**src/rtl/serial_subtractor.sv**
```systemverilog
// Bit-serial two's-complement subtractor: one full-subtractor step per clock, LSB first,
// with valid/ready handshakes on the operand and result sides.
module serial_subtractor #(
    parameter int WIDTH = 8
) (
    input  logic             clk,
    input  logic             rst_n,
    input  logic             in_valid,
    output logic             in_ready,
    input  logic [WIDTH-1:0] a,
    input  logic [WIDTH-1:0] b,
    output logic             out_valid,
    input  logic             out_ready,
    output logic [WIDTH-1:0] diff,
    output logic             borrow,
    output logic             ovf,
    output logic             zero
);

    typedef enum logic [1:0] {IDLE, SHIFT, DONE} state_t;

    localparam logic [5:0] LAST = 6'(WIDTH - 1);

    state_t           state, state_next;
    logic [WIDTH-1:0] a_sh, b_sh, res;
    logic [5:0]       cnt;
    logic             br, a_msb, b_msb;
    logic             a0, b0, d, br_next;
    logic [WIDTH-1:0] diff_full;

    assign a0        = a_sh[0];
    assign b0        = b_sh[0];
    assign d         = a0 ^ b0 ^ br;
    assign br_next   = (~a0 & b0) | (~(a0 ^ b0) & br);
    // Result as it will look once the current (final) bit lands in the MSB
    assign diff_full = {d, res[WIDTH-1:1]};
    assign in_ready  = (state == IDLE);

    always_ff @(posedge clk or negedge rst_n) begin
        if (!rst_n) state <= IDLE;
        else        state <= state_next;
    end

    always_comb begin
        state_next = state;
        case (state)
            IDLE:    if (in_valid)     state_next = SHIFT;
            SHIFT:   if (cnt == LAST)  state_next = DONE;
            DONE:    if (out_ready)    state_next = IDLE;
            default:                   state_next = IDLE;
        endcase
    end

    always_ff @(posedge clk or negedge rst_n) begin
        if (!rst_n) begin
            a_sh      <= '0;
            b_sh      <= '0;
            res       <= '0;
            cnt       <= '0;
            br        <= 1'b0;
            a_msb     <= 1'b0;
            b_msb     <= 1'b0;
            out_valid <= 1'b0;
            diff      <= '0;
            borrow    <= 1'b0;
            ovf       <= 1'b0;
            zero      <= 1'b0;
        end else begin
            case (state)
                IDLE: begin
                    if (in_valid) begin
                        a_sh  <= a;
                        b_sh  <= b;
                        a_msb <= a[WIDTH-1];
                        b_msb <= b[WIDTH-1];
                        br    <= 1'b0;
                        cnt   <= '0;
                    end
                end
                SHIFT: begin
                    a_sh <= {1'b0, a_sh[WIDTH-1:1]};
                    b_sh <= {1'b0, b_sh[WIDTH-1:1]};
                    res  <= diff_full;
                    br   <= br_next;
                    cnt  <= cnt + 6'd1;
                    // Flags are registered on the final step so they stay frozen through DONE
                    if (cnt == LAST) begin
                        out_valid <= 1'b1;
                        diff      <= diff_full;
                        borrow    <= br_next;
                        ovf       <= (a_msb != b_msb) && (d != a_msb);
                        zero      <= ~|diff_full;
                    end
                end
                DONE: begin
                    if (out_ready) out_valid <= 1'b0;
                end
                default: ;
            endcase
        end
    end

endmodule

```
**config.mk**
```make
export PLATFORM = sky130hd
export DESIGN_NAME = serial_subtractor
export DESIGN_NICKNAME = d
export VERILOG_FILES = /design/src/rtl/serial_subtractor.sv
export SDC_FILE = /design/constraint.sdc
export NUM_CORES = 1
export LEC_CHECK = 0
export ABC_CLOCK_PERIOD_IN_PS = 1600
export CORE_ASPECT_RATIO = 0.5
export CORE_MARGIN = 5
export CORE_UTILIZATION = 47
export CTS_CLUSTER_SIZE = 10
export DETAILED_ROUTE_END_ITERATION = 8
export PLACE_DENSITY = 0.75
export SYNTH_ARGS = -nofsm -noshare
export SYNTH_HDL_FRONTEND = slang
export SYNTH_SLANG_ARGS = --single-unit
```
**constraint.sdc**
```tcl
create_clock -name clk -period 1.6 [get_ports clk]
set_clock_uncertainty 0.05 [all_clocks]
set_input_delay 0.16 -clock clk [delete_from_list [all_inputs] [get_ports clk]]
set_output_delay 0.16 -clock clk [all_outputs]
set_load 0.005 [all_outputs]
```
==> results of run 1 <==
-- layout by cell type, fill, tap and decap left out, types with 4 or more instances in the layout --
cell and n:
a22oi_1 9, buf_4 17, clkbuf_8 5, clkdlybuf4s50_1 30, dfrtp_1 44, mux2_4 6, mux2i_1 4, nand2_1 57
nor2_1 6, nor3_1 5, o21ai_0 5, o22ai_1 6
-- power breakdown --
part	leakage, nW	switching, W	internal, W	total (W)
logic	0.616	0.000994	0.00119	0.00218
clock network	0.0524	0.000388	0.000468	0.000856
registers	0.581	0.000398	0.00167	0.00207
-- repair_timing --
| action | 4_1_cts | 5_1_grt |
|---|---|---|
| gates resized for setup | 3 | 8 |
| hold buffers | 1 | 0 |
| pin swaps | 2 | 3 |
| buffers inserted | 1 | 4 |
| cloned | 1 | 0 |
| setup endpoints to repair | 5 | 11 |
| hold endpoints to repair | 12 | 0 |
-- logic make-up (layout without fill, tap and decap cells) --
logic type,after synthesis,in the layout,share of synthesized area
flops,46,46,0.574
compound gates,25,25,0.0810
mux,13,13,0.0817
fa+ha+maj,2,2,0.0162
simple gates,88,89,0.202
buf+inv,16,63,0.0455
-- cell type report --
cell class                 count  area, µm²  area share
inverter                       5       18.8     0.00720
tap                           54       67.6      0.0259
sequential                    46       1150       0.442
timing repair buffer          50        455       0.175
multi-input combinational    129        806       0.309
clock buffer                   7       76.3      0.0293
clock inverter                 1       30.0      0.0115
-- through the flow --
| step | util | power, W | TNS (ns) |
|---|---|---|---|
| after floorplan | - | 0.00327 | 0 |
| after global placement | 0.602 | 0.00394 | -0.0645 |
| after detailed placement | 0.602 | 0.00404 | -0.355 |
| after CTS | 0.636 | 0.00496 | -0.0000434 |
| after global routing | 0.651 | 0.00550 | -0.0642 |
| final | 0.651 | 0.00511 | 0 |
-- worst min-delay path by stage --
stage                     start                  end  slack [ns]
after floorplan           rst_n    a_msb$_DFFE_PN0P_       -0.19
after global placement    rst_n  b_sh[2]$_DFFE_PN0P_        0.02
after detailed placement  rst_n  b_sh[3]$_DFFE_PN0P_        0.02
after CTS                 rst_n  b_sh[4]$_DFFE_PN0P_        0.23
after global routing      rst_n  a_sh[7]$_DFFE_PN0P_        0.27
final                     rst_n  b_sh[0]$_DFFE_PN0P_        0.23
-- layer usage --
metal,vias to the layer above,wire length (µm),global-route usage
li1,741,-,-
met1,766,2000,0.217
met2,38,2070,0.258
met3,5,221,0.0501
met4,0,69,0.0692
met5,-,0,0
-- flip-flops by register name (all words and copies together), names as in the netlist, 2 cells and up --
| signal | flops |
|---|---|
| res | 7 |
| diff | 8 |
| b_sh | 8 |
| state | 2 |
| a_sh | 8 |
| cnt | 6 |
==> results.toml, run 1 <==
[status]
run_status = "finished clean"

[clock_network]
clock_path_buffers = 2
cts-root-buf = "clkbuf_8"
h-tree-depth = 2
cts.clk_slew.worst_paths_ns = 0.08
cts_buffers = 5
cts.sinks = 46
clk_latency_ns = 0.30
cts_tree = "yes"

[drt]
post_drt_via_cell_ratio = 5.31
drc = 0
vias = 1550
avgRoutedWirePerCell_um = 14.9
dr.pass1.iters = 4
ant_nets = 0
drt_iter0_drc = 71
routed_wl_um = 4360

[global_route]
first_global_vias = 1528
grt_use_total = 0.167
grt_max_degree = 28
grt_pass1_wl_um = 7280
grt_overflow = 0
grt_antenna_before_repair = 0

[hold_path]
hold_class = "in -> async"

[logic_synthesis]
async_flop_share = 1.00
synthFlopType = "dfrtp_1"
synth_edf_count = 0
yosys_warnings = 0
synth_cell_type_count = 31
synthesis.area_um2 = 2010
synth_common_cells = "nand2_1 (57), dfrtp_1 (46), a22oi_1 (9)"
synth_area_leaders = "dfrtp_1 (57%), nand2_1 (11%), mux2_4 (4.5%)"
syn_inst = 190
syn_area_per_cell_um2 = 10.6
synth_most_common_cell = "nand2_1"
synthesis.nets = 212
ys_ff_latch = 46
netlist.area_leader.share = 0.574
yosys.area.top_type = "dfrtp_1"
ys_seq_area_frac = 0.574

[floorplan]
core_area_um2 = 4000
rows = 16
pin_count = 33
dieArea_um2 = 5760
die_y_um = 56.2
die_w_um = 102
start_util = 0.501

[timing]
holdWs_ns = 0.230
drv_slew = 0
hold_viol_final = 0
period_minus_slack_ns = 1.59
timing.fmax_mhz = 628
setup_violations = 0
worst_slack_ns = 0.00755
fin_crit_sh = 0.995
rsz0062_at_grt = "true"
slew_headroom = 0.743
tightest_slew_ns = 0.385

[finish]
nFillCells = 324
fin_cells = 292
fin_nets = 259
antenna_cells = 0
syn_to_final_growth_pct = 29.9
drive_above_1_share = 0.206
final_cell_area_um2 = 2610

[worst_setup_path]
cp.depth = 5
path_cells = "inv_2 > fa_2 > buf_4 > buf_4 > mux2_4"
endpoint = "diff[7]$_DFFE_PN0P_"
worstPathRequired_ns = 1.74
crit_type = "reg -> reg"
ff2ff_path_depth = 5
crit_path_start_kind = "flip-flop"
path_buf_inv = 3
crit_path_end_kind = "flip-flop"
path_delay_family = "adder cells"
max_stage_delay_ns = 0.43
crit_path_top_delay_cell = "fa_2"
timing.rr.start = "b_sh[0]$_DFFE_PN0P_"
r2r_slack_ns = 0.008
worst_ep_arrival_time_ns = 1.73
crit_fanout = 3
crit_top_cell = "buf_4"
r2r-end = "diff[7]$_DFFE_PN0P_"
startpoint = "b_sh[0]$_DFFE_PN0P_"

[place]
dp_hpwl_um = 2970
dpl_cell_area_um2 = 2410
globalplace.congestion = 0.762
dp.cells = 277
pre_cts_ws_ns = -0.0564
portBuffers = 32

[power]
irDropWorstVdd_v = 0.000648
power.density_nw_per_um2 = 1960
power.leakage_nw = 1.25

[flow_run]
maxCapViolations = 0
Power figures use the tool's default switching activity.
==> run 2: changes to the inputs <==
Settings changed: HOLD_SLACK_MARGIN set to 0.1.
==> results of run 2 <==
Final layout, timing and power as in run 1 (identical DEF).
==> run 3: changes to the inputs <==
Settings changed: TNS_END_PERCENT set to 1.
==> run 3 against run 2 <==
The run now ends with negative setup slack left; critical path depth stayed put; sequential cell count stayed put; sequential power hardly changed; utilization is 1.0 points lower; critical path type unchanged; highest routed layer unchanged.
==> results.toml, run 3 (synthesis gave the netlist of run 1 again) <==
[worst_setup_path]
crit_fanout = 4
crit_path_end_kind = "flip-flop"
crit_path_start_kind = "flip-flop"
path_buf_inv = 1
worst_ep_arrival_time_ns = 1.75
crit_path_top_delay_cell = "fa_2"
path_cells = "inv_2 > fa_2 > nand2b_4 > o21ai_2 > mux2_4"
crit_type = "reg -> reg"
max_stage_delay_ns = 0.59
path_delay_family = "adder cells"
r2r_slack_ns = -0.01
worstPathRequired_ns = 1.74

[global_route]
grt_max_degree = 28
grt_overflow = 0
grt_pass1_wl_um = 7280
grt_use_total = 0.167
first_global_vias = 1526
grt_antenna_before_repair = 0

[status]
failed_checks = "negative setup slack"
run_status = "finished, violations left"

[clock_network]
clk_latency_ns = 0.30
h-tree-depth = 2
cts.clk_slew.worst_paths_ns = 0.08
clock_path_buffers = 2
cts_tree = "yes"
cts-root-buf = "clkbuf_8"
cts_buffers = 5
cts.sinks = 46

[power]
p_comb_frac = 0.414
cell_internal_pwr_w = 0.00325
power_frac_seq = 0.415
swShare = 0.350
irDropWorstVdd_v = 0.000642
power.leakage_nw = 1.22
power.density_nw_per_um2 = 1950
pwr-share-clk = 0.171
switching_power_w = 0.00175

[flow_run]
maxCapViolations = 0

[floorplan]
pin_count = 33
core_area_um2 = 4000
die_w_um = 102
die_y_um = 56.2
dieArea_um2 = 5760
start_util = 0.501
rows = 16

[timing]
hold_viol_final = 0
tightest_slew_ns = 0.380
drv_slew = 0
setup-tns-final_ns = -0.0105
rsz0062_at_grt = "true"
period_minus_slack_ns = 1.61
worst_slack_ns = -0.0105
fin_crit_sh = 1.01
timing.fmax_mhz = 621
slew_headroom = 0.747
setup_violations = 1

[finish]
nFillCells = 329
final_cell_mix = "nand2_1 (57), dfrtp_1 (45), clkdlybuf4s50_1 (30)"
fin_nets = 255
syn_to_final_growth_pct = 27.9
antenna_cells = 0
reg_top3 = "a_sh x8, b_sh x8, diff x8"
final_common_cell = "nand2_1"
drive_above_1_share = 0.184

[drt]
avgRoutedWirePerCell_um = 15.0
drt_iter0_drc = 76
ant_nets = 0
routed_wl_um = 4330
dr.pass1.iters = 4
drc = 0
post_drt_via_cell_ratio = 5.34
vias = 1537

[hold_path]
hold_class = "in -> async"

[place]
pre_cts_ws_ns = -0.0564
dp_hpwl_um = 2970
portBuffers = 32
globalplace.congestion = 0.762
-- run 3: worst register-to-register path: stages (launching register included) --
cell and delay, ns:
dfrtp_1 0.38, inv_2 0.05, fa_2 0.59, nand2b_4 0.13, o21ai_2 0.05, mux2_4 0.25
-- run 3: routing by layer --
metal,routed length [µm],vias up,GRT usage
li1,-,726,-
met1,1980,777,0.217
met2,2080,29,0.258
met3,196,5,0.0501
met4,71,0,0.0692
met5,0,-,0
-- run 3: through the flow --
stage	hold slack, ns	cell area, µm²	utilization	total power (W)	instances
4_1_cts	0.231	2540	0.634	0.00494	287
6_report	0.231	2570	0.641	0.00500	288
3_5_place_dp	0.0245	2410	0.602	0.00404	277
3_3_place_gp	0.0202	2410	0.602	0.00394	277
2_1_floorplan	-0.186	2010	-	0.00327	190
5_1_grt	0.274	2570	0.641	0.00539	288
-- run 3: path summary, 6_finish.rpt --
| path | from | endpoint | cells past startpoint |
|---|---|---|---|
| worst max-delay path | b_sh[0]$_DFFE_PN0P_ | ovf$_DFFE_PN0P_ | 5 |
| worst min-delay path | rst_n | b_sh[0]$_DFFE_PN0P_ | 2 |
| worst max register to register | b_sh[0]$_DFFE_PN0P_ | ovf$_DFFE_PN0P_ | 5 |
| worst min register to register | b_sh[6]$_DFFE_PN0P_ | b_sh[6]$_DFFE_PN0P_ | 2 |
| max in group asynchronous | rst_n | state[1]$_DFFE_PN0P_ | 3 |
| min in group clk | a[7] | a_msb$_DFFE_PN0P_ | 3 |
-- run 3: layout make-up --
type                    instances  area, µm²  share of cell area
repair buffers                 46        422               0.164
clock buffers                   7       76.3              0.0297
clock inverters                 1       30.0              0.0117
flip-flops and latches         46       1150               0.449
well taps                      54       67.6              0.0263
multi-input cells             129        800               0.312
inverters                       5       18.8             0.00731
-- run 3: power groups by stage --
stage               Sequential [W]  Combinational, W  Clock, W
floorplan                  0.00197           0.00130         0
global placement           0.00204           0.00191         0
detailed placement         0.00206           0.00198         0
CTS                        0.00206           0.00201  0.000875
global route               0.00215           0.00232  0.000923
finish                     0.00207           0.00207  0.000858
-- run 3: timing repair --
item | CTS | global route
pin swaps | 2 | 2
cloned | 1 | 0
setup endpoints to repair | 5 | 10
endpoints found under the hold margin | 46 | 0
hold buffers | 1 | 0
gates resized for setup | 3 | 6
setup buffers | 0 | 1
